<file path="src/rtl/decode_pkg.sv">
// Shared encodings for the registered RV32 decode stage: opcodes, funct fields,
// ALU op / writeback-select enums and the control bundle carried to execute.
package decode_pkg;

    localparam logic [6:0] OPC_OP_IMM = 7'b0010011;
    localparam logic [6:0] OPC_OP     = 7'b0110011;
    localparam logic [6:0] OPC_LUI    = 7'b0110111;
    localparam logic [6:0] OPC_SYSTEM = 7'b1110011;

    localparam logic [2:0] F3_ADD_SUB = 3'b000;
    localparam logic [2:0] F3_SLL     = 3'b001;
    localparam logic [2:0] F3_SLT     = 3'b010;
    localparam logic [2:0] F3_SLTU    = 3'b011;
    localparam logic [2:0] F3_XOR     = 3'b100;
    localparam logic [2:0] F3_SRL_SRA = 3'b101;
    localparam logic [2:0] F3_OR      = 3'b110;
    localparam logic [2:0] F3_AND     = 3'b111;
    localparam logic [2:0] F3_MUL     = 3'b000;
    localparam logic [2:0] F3_MULH    = 3'b001;
    localparam logic [2:0] F3_MULHU   = 3'b011;
    localparam logic [2:0] F3_CSRRW   = 3'b001;

    localparam logic [6:0] F7_BASE   = 7'b0000000;
    localparam logic [6:0] F7_ALT    = 7'b0100000;
    localparam logic [6:0] F7_MULDIV = 7'b0000001;

    typedef enum logic [3:0] {
        ALU_AND   = 4'b0000,
        ALU_OR    = 4'b0001,
        ALU_XOR   = 4'b0010,
        ALU_ADD   = 4'b0011,
        ALU_SUB   = 4'b0100,
        ALU_MUL   = 4'b0101,
        ALU_MULH  = 4'b0110,
        ALU_MULHU = 4'b0111,
        ALU_SLL   = 4'b1000,
        ALU_SRL   = 4'b1001,
        ALU_SRA   = 4'b1010,
        ALU_SLT   = 4'b1100,
        ALU_SLTU  = 4'b1101
    } alu_op_e;

    typedef enum logic [1:0] {
        RS_GPIO = 2'b00,
        RS_IMM  = 2'b01,
        RS_ALU  = 2'b10
    } regsel_e;

    // imm is kept at 32 bits; every immediate form has a meaningful bit 31,
    // so the top sign-extends it to XLEN.
    typedef struct packed {
        logic        alusrc;
        logic        regwrite;
        regsel_e     regsel;
        alu_op_e     op;
        logic        gpio_we;
        logic [4:0]  rd;
        logic [4:0]  rs1;
        logic [4:0]  rs2;
        logic [31:0] imm;
        logic        illegal;
    } ctrl_t;

    function automatic logic is_mul(input alu_op_e o);
        return (o == ALU_MUL) || (o == ALU_MULH) || (o == ALU_MULHU);
    endfunction

endpackage

</file>
<file path="src/rtl/rv_decode_comb.sv">
// Purely combinational RV32 decode: instruction word to control bundle,
// plus a flag telling the pipeline stage the beat needs the multiply hold.
module rv_decode_comb
    import decode_pkg::*;
#(
    parameter logic [11:0] GPIO_IN_CSR  = 12'hF00,
    parameter logic [11:0] GPIO_OUT_CSR = 12'hF02
) (
    input  logic [31:0] instr,
    output ctrl_t       ctrl,
    output logic        mul
);

    logic [6:0]  opcode;
    logic [2:0]  funct3;
    logic [6:0]  funct7;
    logic [11:0] csr;

    assign opcode = instr[6:0];
    assign funct3 = instr[14:12];
    assign funct7 = instr[31:25];
    assign csr    = instr[31:20];

    always_comb begin
        ctrl.alusrc   = 1'b0;
        ctrl.regwrite = 1'b0;
        ctrl.regsel   = RS_GPIO;
        ctrl.op       = ALU_AND;
        ctrl.gpio_we  = 1'b0;
        ctrl.rd       = instr[11:7];
        ctrl.rs1      = instr[19:15];
        ctrl.rs2      = instr[24:20];
        ctrl.imm      = '0;
        ctrl.illegal  = 1'b0;

        case (opcode)
            OPC_OP: begin
                ctrl.regsel   = RS_ALU;
                ctrl.regwrite = 1'b1;
                case (funct7)
                    F7_BASE: begin
                        case (funct3)
                            F3_ADD_SUB: ctrl.op = ALU_ADD;
                            F3_SLL:     ctrl.op = ALU_SLL;
                            F3_SLT:     ctrl.op = ALU_SLT;
                            F3_SLTU:    ctrl.op = ALU_SLTU;
                            F3_XOR:     ctrl.op = ALU_XOR;
                            F3_SRL_SRA: ctrl.op = ALU_SRL;
                            F3_OR:      ctrl.op = ALU_OR;
                            default:    ctrl.op = ALU_AND;
                        endcase
                    end
                    F7_ALT: begin
                        if (funct3 == F3_ADD_SUB)      ctrl.op = ALU_SUB;
                        else if (funct3 == F3_SRL_SRA) ctrl.op = ALU_SRA;
                        else                           ctrl.illegal = 1'b1;
                    end
                    F7_MULDIV: begin
                        case (funct3)
                            F3_MUL:   ctrl.op = ALU_MUL;
                            F3_MULH:  ctrl.op = ALU_MULH;
                            F3_MULHU: ctrl.op = ALU_MULHU;
                            default:  ctrl.illegal = 1'b1;
                        endcase
                    end
                    default: ctrl.illegal = 1'b1;
                endcase
            end
            OPC_OP_IMM: begin
                ctrl.alusrc   = 1'b1;
                ctrl.regsel   = RS_ALU;
                ctrl.regwrite = 1'b1;
                ctrl.imm      = {{20{instr[31]}}, instr[31:20]};
                case (funct3)
                    F3_ADD_SUB: ctrl.op = ALU_ADD;
                    F3_XOR:     ctrl.op = ALU_XOR;
                    F3_OR:      ctrl.op = ALU_OR;
                    F3_AND:     ctrl.op = ALU_AND;
                    // Shifts carry an unsigned shamt; the upper bits select the shift kind.
                    F3_SLL: begin
                        ctrl.op  = ALU_SLL;
                        ctrl.imm = {27'b0, instr[24:20]};
                        if (funct7 != F7_BASE) ctrl.illegal = 1'b1;
                    end
                    F3_SRL_SRA: begin
                        ctrl.imm = {27'b0, instr[24:20]};
                        if (funct7 == F7_BASE)     ctrl.op = ALU_SRL;
                        else if (funct7 == F7_ALT) ctrl.op = ALU_SRA;
                        else                       ctrl.illegal = 1'b1;
                    end
                    default: ctrl.illegal = 1'b1;
                endcase
            end
            OPC_LUI: begin
                ctrl.regsel   = RS_IMM;
                ctrl.regwrite = 1'b1;
                ctrl.imm      = {instr[31:12], 12'b0};
            end
            OPC_SYSTEM: begin
                if (funct3 == F3_CSRRW && csr == GPIO_OUT_CSR) begin
                    ctrl.gpio_we = 1'b1;
                end else if (funct3 == F3_CSRRW && csr == GPIO_IN_CSR) begin
                    ctrl.regsel   = RS_GPIO;
                    ctrl.regwrite = 1'b1;
                end else begin
                    ctrl.illegal = 1'b1;
                end
            end
            default: ctrl.illegal = 1'b1;
        endcase

        if (ctrl.illegal) begin
            ctrl.regwrite = 1'b0;
            ctrl.gpio_we  = 1'b0;
        end
        if (ctrl.rd == 5'd0) ctrl.regwrite = 1'b0;
    end

    assign mul = is_mul(ctrl.op) && !ctrl.illegal;

endmodule

</file>
<file path="src/rtl/decode_ctrl_pipe.sv">
// Registered, valid/ready decode stage: holds one decoded bundle, stretches
// multiplies over MUL_CYCLES before presenting them to execute.
module decode_ctrl_pipe
    import decode_pkg::*;
#(
    parameter int          XLEN         = 32,
    parameter int          MUL_CYCLES   = 3,
    parameter logic [11:0] GPIO_IN_CSR  = 12'hF00,
    parameter logic [11:0] GPIO_OUT_CSR = 12'hF02
) (
    input  logic            clk,
    input  logic            rst_n,
    input  logic            in_valid,
    output logic            in_ready,
    input  logic [31:0]     instr,
    output logic            out_valid,
    input  logic            out_ready,
    output logic            alusrc,
    output logic            regwrite,
    output logic [1:0]      regsel,
    output logic [3:0]      op,
    output logic            gpio_we,
    output logic [4:0]      rd,
    output logic [4:0]      rs1,
    output logic [4:0]      rs2,
    output logic [XLEN-1:0] imm,
    output logic            illegal
);

    typedef enum logic [1:0] {
        IDLE    = 2'b00,
        HOLD    = 2'b01,
        MULWAIT = 2'b10
    } state_e;

    localparam int CW = (MUL_CYCLES > 1) ? $clog2(MUL_CYCLES) : 1;

    state_e             state;
    logic [CW-1:0]      cnt;
    logic               ready_en;
    ctrl_t              bundle;
    ctrl_t              dec;
    logic               dec_mul;
    logic               accept;
    logic signed [31:0] imm32;

    rv_decode_comb #(
        .GPIO_IN_CSR (GPIO_IN_CSR),
        .GPIO_OUT_CSR(GPIO_OUT_CSR)
    ) u_decode (
        .instr(instr),
        .ctrl (dec),
        .mul  (dec_mul)
    );

    // ready_en keeps in_ready low through reset and for the first edge after it.
    assign in_ready = ready_en && ((state == IDLE) || (state == HOLD && out_ready));
    assign accept   = in_valid && in_ready;

    // A multiply waits MUL_CYCLES-1 cycles in MULWAIT; the last decrement lands in HOLD.
    always_ff @(posedge clk or negedge rst_n) begin
        if (!rst_n) begin
            state    <= IDLE;
            cnt      <= '0;
            ready_en <= 1'b0;
            bundle   <= '0;
        end else begin
            ready_en <= 1'b1;
            case (state)
                IDLE, HOLD: begin
                    if (accept) begin
                        bundle <= dec;
                        if (dec_mul && MUL_CYCLES > 1) begin
                            state <= MULWAIT;
                            cnt   <= CW'(MUL_CYCLES - 1);
                        end else begin
                            state <= HOLD;
                        end
                    end else if (state == HOLD && out_ready) begin
                        state <= IDLE;
                    end
                end
                MULWAIT: begin
                    cnt <= cnt - 1'b1;
                    if (cnt <= CW'(1)) state <= HOLD;
                end
                default: state <= IDLE;
            endcase
        end
    end

    assign out_valid = (state == HOLD);
    assign alusrc    = bundle.alusrc;
    assign regwrite  = bundle.regwrite;
    assign regsel    = bundle.regsel;
    assign op        = bundle.op;
    assign gpio_we   = bundle.gpio_we;
    assign rd        = bundle.rd;
    assign rs1       = bundle.rs1;
    assign rs2       = bundle.rs2;
    assign illegal   = bundle.illegal;
    assign imm32     = bundle.imm;
    assign imm       = XLEN'(imm32);

endmodule

</file>
<file path="config.mk">
export PLATFORM = sky130hd
export DESIGN_NAME = decode_ctrl_pipe
export DESIGN_NICKNAME = d
export VERILOG_FILES = /design/src/rtl/decode_pkg.sv /design/src/rtl/rv_decode_comb.sv /design/src/rtl/decode_ctrl_pipe.sv
export SDC_FILE = /design/constraint.sdc
export NUM_CORES = 1
export LEC_CHECK = 0
export CAP_MARGIN = 20
export CORE_MARGIN = 8
export CORE_UTILIZATION = 46
export CTS_CLUSTER_DIAMETER = 80
export DETAILED_ROUTE_END_ITERATION = 10
export PLACE_DENSITY = 0.85
export SLEW_MARGIN = 15
export SYNTH_ARGS = -nofsm -noshare
export SYNTH_HDL_FRONTEND = slang
export SYNTH_HIERARCHICAL = 1
export SYNTH_SLANG_ARGS = --single-unit
</file>
<file path="constraint.sdc">
create_clock -name clk -period 4.3 [get_ports clk]
set_input_delay 0.43 -clock clk [delete_from_list [all_inputs] [get_ports clk]]
set_output_delay 0.43 -clock clk [all_outputs]
set_load 0.05 [all_outputs]
</file>
==> run metrics <==
Starting Density=0.4800; Inst Count DP=441; Cell Rows=30; fill count=571; n_diodes=0; initial antenna violation count=0; Die Wd=100.4 um; clock power share=0.335; Period minus WS final=2.510 ns; Die H=100.4 um; sequential area share after synthesis=0.4731; layout cells sized above 1=0.1922; P_sw=430.2 uW; die area=10090 um^2; fin cells=455; post-CTS setup buffers=0; area grow syn2layout=31.02%; initial DRC count=191; Internal=994.7 uW; max-slew headroom at the worst pin=0.4798; most area-hungry cell type in the Yosys netlist=dfrtp_1; Max-Cap Viols=0; fmax=398.3 MHz; Gate power share=0.223; P_leak=0.002064 uW; global placement routability congestion=0.8311; largest net degree at the start of global routing=63; highest net fanout along the worst path=20; grt total ovfl=0; Sink Count=62; Reg power frac=0.442; #FFs+latches synth=62; CTS HTree Levels=3; vias per inst=5.338; Final Cycle Share=0.5838; switch share=0.3019; CTS tree=yes; CTS root buf=clkbuf_8; IO buf count=94; CTS clk-pin slew, worst paths=0.07 ns; fin. max-slew vios=0; number of synthesized flops with an enable pin=0; CP startpoint kind=input port; CP arrival=2.79 ns; main area contributors after synthesis=dfrtp_1 (47%), mux2_2 (13%), mux2_1 (6.5%), buf_4 (4.3%), a21o_1 (4.1%); Core Box Area=6832 um^2; mean post-synth cell area=11.67 um^2; Clock Path Buffers=2; Post-CTS Resized=0; total CTS buffers=9; Worst-Margin Slew=0.7804 ns; asr flop ratio synth=1.000; DP Wirelength=5.787 mm; Synth Warn #=6; final wirelength=8.123 mm; Hold Vio Cnt, Final=0; Netlist cell types=53; Yosys top cell area share=0.4731; required time worst endpoint=4.58 ns; Syn Nets=318; drt pass-1 iters=4; vias post-DR=2429; I/O pins=95; Max VDD drop=0.2438 mV; status=finished, final reports clean; WS Path Type=in2reg; Most used DFF post-synth=dfrtp_1; DRC viols=0; total track usage=0.1683; crit path capture type=register; Post-Synthesis Cell Area=3279 um^2; TNS Setup=0 ns; Gate Count Post-Synth=281; RSZ-0062 raised after global routing=false; Post-CTS Hold Buffers=0; endpoints failing setup=0; first-pass GRT wire length=13.23 mm; power per cell area=331.6 nW/um^2; clock skew=0.01041 ns; Post-DRT Antenna Nets=0; mean routed wirelength per cell=17.85 um; vias in the first global route=2510; hold crit path type=in2async; clk_lat worst skew=0.34 ns; final net count=393
state kept, by name, summed over array words and instances (netlist names):
signal and count:
alusrc 1, gpio_we 1, op 4, rs1 5
rd 5, cnt 2, rs2 5, ready_en 1
state 2, imm 32, regsel 2, regwrite 1
illegal 1
path summary, 6_finish.rpt:
check	startpoint	end	slack (ns)	cells past startpoint
worst max-delay path	instr[0]	imm[27]	1.79	8
worst min register to register	imm[0]	imm[0]	0.49	1
worst max register to register	state[0]	rs2[3]	2.42	4
max in group asynchronous	rst_n	cnt[1]	3.53	2
min in group clk	imm[0]	imm[0]	0.49	1
worst min-delay path	rst_n	rs1[0]	0.25	2
synth_stat cells (2+ instances only):
cell / number
nor2_1: 16
o21ai_0: 3
and2_1: 4
and3_1: 7
mux2_1: 19
mux2i_1: 2
o22a_1: 2
nand2_1: 8
nor3_1: 6
nand4_1: 2
buf_2: 10
inv_1: 7
a21o_1: 18
dfrtp_1: 62
mux2_2: 38
nor3_4: 2
a211oi_1: 3
nor3b_1: 2
a21oi_1: 7
nor2b_1: 5
buf_6: 4
buf_4: 19
nand2b_1: 2
nor4_1: 3
o21a_1: 2
stage by stage:
stage	hold WS, ns	total power [uW]	utilization	area (um^2)	setup slack (ns)
final	0.2466	1425	0.6289	4297	1.790
after global routing	0.3166	1483	0.6289	4297	1.604
after CTS	0.2736	1439	0.6289	4297	1.769
after detailed placement	0.4751	960.6	0.6031	4120	1.453
after global placement	0.4673	955.6	0.6031	4120	1.496
after floorplan	0.1344	841.8	-	3279	2.180
layout make-up:
type / instances / area, um^2 / area share
Clock buffer: 9 / 123.9 / 0.02883
Multi-Input combinational cell: 179 / 1464 / 0.3407
Clock inverter: 5 / 52.55 / 0.01223
Tap cell: 96 / 120.1 / 0.02796
Timing Repair Buffer: 97 / 958.4 / 0.2231
Inverter: 7 / 26.28 / 0.006115
Sequential cell: 62 / 1551 / 0.3611
placed cells by master, fill, tap and decap left out, types with 2 or more instances in the layout:
cell / n
nor2_1: 16
dfrtp_1: 62
nor4_1: 3
and2_1: 4
a21oi_1: 7
clkdlybuf4s50_1: 93
o21a_1: 2
nor3_4: 2
o22a_1: 2
nor3_1: 6
a21o_1: 18
clkinv_2: 3
a211oi_1: 3
mux2_1: 19
buf_4: 3
nor3b_1: 2
nand2b_1: 2
and3_1: 7
nor2b_1: 5
inv_1: 7
nand4_1: 2
nand2_1: 8
o21ai_0: 3
clkbuf_8: 9
mux2_2: 38
mux2i_1: 2
per-layer routing:
| metal | track usage | up-vias | share of wire |
|---|---|---|---|
| met5 | 0 | - | 0 |
| met4 | 0.08837 | 0 | 0.016 |
| met3 | 0.05606 | 9 | 0.075 |
| met2 | 0.2656 | 80 | 0.49 |
| met1 | 0.1987 | 1208 | 0.42 |
| li1 | - | 1132 | - |
kinds of logic after synthesis:
kind of cell | share of synthesized area
multiplexers | 0.2018
flip-flops | 0.4731
adder cells (fa/ha/maj) | 0.003815
XOR/XNOR | 0.002671
buffers and inverters | 0.08051
other | 0.001144
AO/OA/AOI/OAI | 0.1076
AND/OR/NAND/NOR | 0.1293
critical path, cell delays in order:
cell,delay (ns)
clkdlybuf4s50_1,0.48
nand4b_2,0.21
nor3_4,0.24
nand2_1,0.15
inv_1,0.26
and3_1,0.72
a21o_2,0.17
mux2_2,0.14
power by group through the flow:
stage | Sequential, uW | Combinational (uW) | Clock [uW]
after floorplan | 745 | 96.6 | 0
after global placement | 639 | 317 | 0
final | 630 | 318 | 477
after global routing | 633 | 335 | 515
after CTS | 630 | 321 | 488
after detailed placement | 640 | 320 | 0
Power figures use the tool's default switching activity.
